===== config.mk =====
export PLATFORM = sky130hd
export DESIGN_NAME = rx_data_lane
export DESIGN_NICKNAME = d
export VERILOG_FILES = /design/src/rtl/rx_data_lane.sv
export SDC_FILE = /design/constraint.sdc
export NUM_CORES = 1
export LEC_CHECK = 0
export BUFFER_PORTS_ARGS = -buffer_cell sky130_fd_sc_hd__buf_4
export CAP_MARGIN = 20
export CORE_MARGIN = 2
export CORE_UTILIZATION = 59
export DETAILED_ROUTE_END_ITERATION = 8
export GPL_TIMING_DRIVEN = 0
export PLACE_DENSITY = 0.83
export SETUP_SLACK_MARGIN = 0.4
export SLEW_MARGIN = 5
export SYNTH_ARGS = -nofsm -noshare
export SYNTH_HDL_FRONTEND = slang
export SYNTH_SLANG_ARGS = --single-unit
export TNS_END_PERCENT = 10

===== constraint.sdc =====
create_clock -name clk -period 2.5 [get_ports clk]
set_input_delay 0.25 -clock clk [delete_from_list [all_inputs] [get_ports clk]]
set_output_delay 0.25 -clock clk [all_outputs]
set_load 0.03 [all_outputs]

===== src/rtl/rx_data_lane.sv =====
// D-PHY monitor receive data lane: decodes the LP-11/01/00 HS entry, hunts for
// the 0xB8 sync byte and deserialises the LSB-first HS payload into bytes.
module rx_data_lane #(
    parameter int THS_SETTLE  = 3,   // must be >= 2
    parameter int THS_TIMEOUT = 64
) (
    input  logic       clk,
    input  logic       rst,
    input  logic       DDp,
    input  logic       DDn,
    input  logic       RX_HS_CLK,
    output logic [7:0] RX_BYTE,
    output logic       RX_VALID,
    output logic       RX_ACTIVE,
    output logic       RX_SYNC_ERR,
    output logic       RX_CLK_LOSS
);

    localparam int TMR_MAX = (THS_SETTLE > THS_TIMEOUT) ? THS_SETTLE : THS_TIMEOUT;
    localparam int TMR_W   = $clog2(TMR_MAX) + 1;
    localparam logic [7:0]       SYNC_BYTE    = 8'hB8;
    // The HS_RQST cycle that sees LP-00 is the first settle cycle.
    localparam logic [TMR_W-1:0] SETTLE_LAST  = TMR_W'(THS_SETTLE - 2);
    localparam logic [TMR_W-1:0] TIMEOUT_LAST = TMR_W'(THS_TIMEOUT - 1);

    typedef enum logic [2:0] {
        WAIT_STOP, STOP, HS_RQST, HS_PREP, HS_SYNC, HS_DATA
    } state_t;

    state_t           state_q;
    logic [TMR_W-1:0] timer_q;
    logic [7:0]       shreg_q;
    logic [3:0]       bitcnt_q;
    logic [7:0]       byte_q;
    logic             valid_q;
    logic             active_q;
    logic             sync_err_q;
    logic             clk_loss_q;

    logic       lp11, lp01, lp00, lp10, hs_bit, sync_hit;
    logic [7:0] shreg_d;

    assign lp11     = DDp & DDn;
    assign lp01     = ~DDp & DDn;
    assign lp00     = ~DDp & ~DDn;
    assign lp10     = DDp & ~DDn;
    assign hs_bit   = RX_HS_CLK & (DDp ^ DDn);
    assign shreg_d  = {DDp, shreg_q[7:1]};
    assign sync_hit = hs_bit && (bitcnt_q >= 4'd7) && (shreg_d == SYNC_BYTE);

    always_ff @(posedge clk or posedge rst) begin
        if (rst) begin
            state_q    <= WAIT_STOP;
            timer_q    <= '0;
            shreg_q    <= '0;
            bitcnt_q   <= '0;
            byte_q     <= '0;
            valid_q    <= 1'b0;
            active_q   <= 1'b0;
            sync_err_q <= 1'b0;
            clk_loss_q <= 1'b0;
        end else begin
            // NOTE: strobes default low here; a later non-blocking assignment in
            // the same block wins, so each pulse lasts exactly one cycle.
            valid_q    <= 1'b0;
            active_q   <= 1'b0;
            sync_err_q <= 1'b0;
            clk_loss_q <= 1'b0;

            case (state_q)
                WAIT_STOP: if (lp11) state_q <= STOP;

                STOP: if (lp01) state_q <= HS_RQST;

                HS_RQST: begin
                    if (lp00) begin
                        state_q <= HS_PREP;
                        timer_q <= '0;
                    end else if (lp11) begin
                        state_q <= STOP;
                    end else if (lp10) begin
                        state_q <= WAIT_STOP;
                    end
                end

                HS_PREP: begin
                    if (lp11) begin
                        state_q <= STOP;
                    end else if (timer_q == SETTLE_LAST) begin
                        state_q  <= HS_SYNC;
                        timer_q  <= '0;
                        shreg_q  <= '0;
                        bitcnt_q <= '0;
                    end else begin
                        timer_q <= timer_q + 1'b1;
                    end
                end

                HS_SYNC: begin
                    if (lp11) begin
                        state_q <= STOP;
                    end else if (sync_hit) begin
                        state_q  <= HS_DATA;
                        shreg_q  <= shreg_d;
                        bitcnt_q <= '0;
                        active_q <= 1'b1;
                    end else begin
                        if (hs_bit) begin
                            shreg_q <= shreg_d;
                            if (bitcnt_q < 4'd8) bitcnt_q <= bitcnt_q + 4'd1;
                        end
                        if (timer_q == TIMEOUT_LAST) begin
                            state_q    <= WAIT_STOP;
                            sync_err_q <= 1'b1;
                        end else begin
                            timer_q <= timer_q + 1'b1;
                        end
                    end
                end

                HS_DATA: begin
                    if (lp11) begin
                        state_q <= STOP;
                    end else if (!RX_HS_CLK) begin
                        state_q    <= WAIT_STOP;
                        clk_loss_q <= 1'b1;
                    end else begin
                        active_q <= 1'b1;
                        if (hs_bit) begin
                            shreg_q <= shreg_d;
                            if (bitcnt_q == 4'd7) begin
                                byte_q   <= shreg_d;
                                valid_q  <= 1'b1;
                                bitcnt_q <= '0;
                            end else begin
                                bitcnt_q <= bitcnt_q + 4'd1;
                            end
                        end
                    end
                end

                default: state_q <= WAIT_STOP;
            endcase
        end
    end

    assign RX_BYTE     = byte_q;
    assign RX_VALID    = valid_q;
    assign RX_ACTIVE   = active_q;
    assign RX_SYNC_ERR = sync_err_q;
    assign RX_CLK_LOSS = clk_loss_q;

endmodule


==> flow_metrics.py <==
metrics = {
    "worst_hold_path": {
        "min_path_type": "primary input to flip-flop",
    },
    "routing": {
        "drt_iter0_markers": 125,
        "vias": 1489,
        "drtPass1Iterations": 4,
        "detail-route-antenna-nets": 0,
        "drcViolationCount": 0,
        "wl_mm": 3.88,
        "via_per_inst": 5.91,
        "post_drt_wl_per_cell_um": 15.4,
    },
    "setup_path": {
        "cp_top_family": "simple AND/OR/NAND/NOR gates",
        "critPathBufInv": 0,
        "crit_arrival_ns": 2.30,
        "cp_slowest_cell": "dfrtp_1",
        "cp.required_ns": 2.77,
        "end_kind": "flip-flop",
        "crit_fanout": 4,
        "cpPeakStageDelay_ns": 0.43,
        "critical_path_class": "flip-flop to flip-flop",
        "cp-start-kind": "flip-flop",
        "path_cells": "ha_1 -> a21o_1 -> and4_1 -> or3b_4 -> a32o_1 -> a21oi_2",
    },
    "floorplanning": {
        "die_w_um": 61.2,
        "start_util": 0.627,
        "ios": 17,
        "design.core.area_um2": 3080,
        "dieHeight_um": 61.2,
        "die_area_um2": 3750,
        "rows": 20,
    },
    "clock_tree": {
        "ctsRootBufferMaster": "clkbuf_4",
        "cts_buffers": 5,
        "cts_tree": "done",
        "cts.sinks": 33,
        "clockBufferDepth": 2,
        "cts-htree-levels": 2,
        "cts.clk_slew.worst_paths_ns": 0.11,
        "insertion_delay_ns": 0.34,
    },
    "logic_synthesis": {
        "yosysTopAreaCell": "dfrtp_1",
        "synth_edf_count": 0,
        "yosysTopAreaCellShare": 0.428,
        "synth_nets": 192,
        "synth_mux_area_frac": 0.0791,
        "synth_cell_types": 59,
        "synth-seq-cells": 33,
        "ys.flop_type": "dfrtp_1",
        "synth-adder-area-share": 0.0454,
        "yosys.area_share.simple": 0.205,
        "avgSynthCellArea_um2": 10.7,
        "yosys_warnings": 0,
        "synthArstFlopShare": 1.00,
        "synth_top_family_by_area": "simple AND/OR/NAND/NOR gates",
        "syn_inst": 180,
        "synth-xor-area-share": 0,
        "yosysSeqAreaShare": 0.428,
        "synthesis.area_um2": 1930,
        "synth_compound_area_frac": 0.191,
        "synth_area_leaders": "dfrtp_1 (43%), mux2_4 (6.2%), ha_1 (4.5%)",
    },
    "sta": {
        "hold_violations": 0,
        "drv_slew": 0,
        "post-route-period-util": 0.810,
        "relSlewSlack": 0.468,
        "max_freq_mhz": 494,
        "worst_pin_slew_ns": 0.792,
        "fin_skew_ns": 0.0105,
        "finalSetupTns_ns": 0,
        "fin_crit_ns": 2.03,
        "setup_violations": 0,
        "grt_setup_unrepaired": "true",
    },
    "cells_and_area": {
        "fin_cells": 252,
        "drive_above_1_share": 0.269,
        "antenna_cells": 0,
        "final_common_cell": "dfrtp_1",
        "final_cell_mix": "dfrtp_1 (33), buf_4 (21), a21oi_1 (13)",
        "area_growth_syn_to_layout_pct": 15.4,
        "nNetsFinal": 219,
        "design_area_um2": 2230,
    },
    "placement": {
        "gp_congestion": 0.824,
        "numPortBuffers": 16,
        "placed_area_um2": 2130,
        "dp.cells": 241,
        "dp_hpwl_mm": 2.80,
    },
    "flow_run": {
        "cap_viol_max_count": 0,
    },
    "power": {
        "ir_drop_v": 0.000420,
        "p_leak_nw": 1.03,
        "powerDensity_nw_per_um2": 805,
    },
    "global_route": {
        "grt_pass1_vias": 1472,
        "grt-busiest-layer": "met2",
        "grt_max_degree": 25,
        "use_met3": 0.0420,
        "grt_remaining_overflow": 0,
        "grt_pass1_wl_mm": 6.71,
        "antenna_found_initial": 0,
        "track_usage": 0.249,
        "grtUsageMet2": 0.392,
        "grt_use_met1": 0.336,
    },
    "run_status": {
        "status": "finished, final reports clean",
    },
}
==> per-stage QoR <==
| stage | hold slack (ns) | util | worst slack (ns) | power, W |
|---|---|---|---|---|
| finish | 0.0877 | 0.724 | 0.475 | 0.00179 |
| global route | 0.0948 | 0.724 | 0.376 | 0.00191 |
| CTS | 0.0889 | 0.719 | 0.458 | 0.00177 |
| detailed placement | 0.296 | 0.693 | 0.237 | 0.00142 |
| global placement | 0.462 | 0.684 | 0.281 | 0.00138 |
| floorplan | 0.322 | - | 0.623 | 0.00127 |
==> worst paths after layout <==
kind / cells after the start / from / endpoint / slack, ns
min in group asynchronous: 3 / rst / timer_q[0] / 0.49
min reg2reg: 1 / RX_BYTE[3] / RX_BYTE[3] / 0.52
max reg2reg: 6 / bitcnt_q[1] / bitcnt_q[2] / 0.47
max in group asynchronous: 4 / rst / timer_q[5] / 1.54
min: 2 / RX_HS_CLK / RX_CLK_LOSS / 0.09
max: 6 / bitcnt_q[1] / bitcnt_q[2] / 0.47
==> where the power goes <==
group	internal (W)	total (W)	switching, W	leakage [nW]
registers	0.000626	0.000721	0.0000954	0.451
logic	0.000337	0.000725	0.000388	0.535
clock network	0.000163	0.000348	0.000185	0.0413
total	0.00113	0.00179	0.000669	1.03
==> metal layers <==
metal	vias up	routed length, um
li1	713	-
met1	724	1760
met2	47	1880
met3	5	180
met4	0	67
met5	-	0
==> what timing repair did <==
| item | 4_1_cts | 5_1_grt |
|---|---|---|
| buffers inserted | 0 | 2 |
| endpoints found under the setup margin | 0 | 7 |
| gates resized for setup | 0 | 0 |
| endpoints found under the hold margin | 9 | 0 |
| hold buffers | 1 | 0 |
==> state kept, by name, summed over array words and instances, names as in the netlist <==
name and flops:
RX_ACTIVE 1, RX_CLK_LOSS 1, shreg_q 7, timer_q 7, bitcnt_q 4, state_q 3
RX_BYTE 8, RX_VALID 1, RX_SYNC_ERR 1
==> area by class of cell <==
class	instances	area (um2)
timing repair buffer	20	173
clock inverter	1	5.00
inverter	7	26.3
sequential	33	826
multi-input combinational	130	1010
fill	222	850
tap	44	55.1
clock buffer	7	65.1
buffer	10	72.6
==> cell families after synthesis <==
logic type / after synthesis
and+or+nand+nor: 60
adders and majority gates: 7
muxes: 11
DFF: 33
buffers and inverters: 17
AOI/OAI and AO/OA: 52
==> cells in the mapped netlist, drive strengths merged (2+ instances only) <==
cell type and count:
nor3 2, inv 7, nand3 3, nand2b 6, or3b 2, o221ai 2, a31oi 4, o22ai 3
nor3b 4, nand2 13, a211oi 2, ha 7, nor2b 2, nor2 11, clkbuf 2, dfrtp 33
o21ai 10, buf 8, mux2 10, a32o 3, a21oi 14, a41oi 2, and3 2, a21o 3
nand4 2, nor4bb 2, or2b 2, nor4 2
Note: power is estimated with default switching activity, not from simulation.
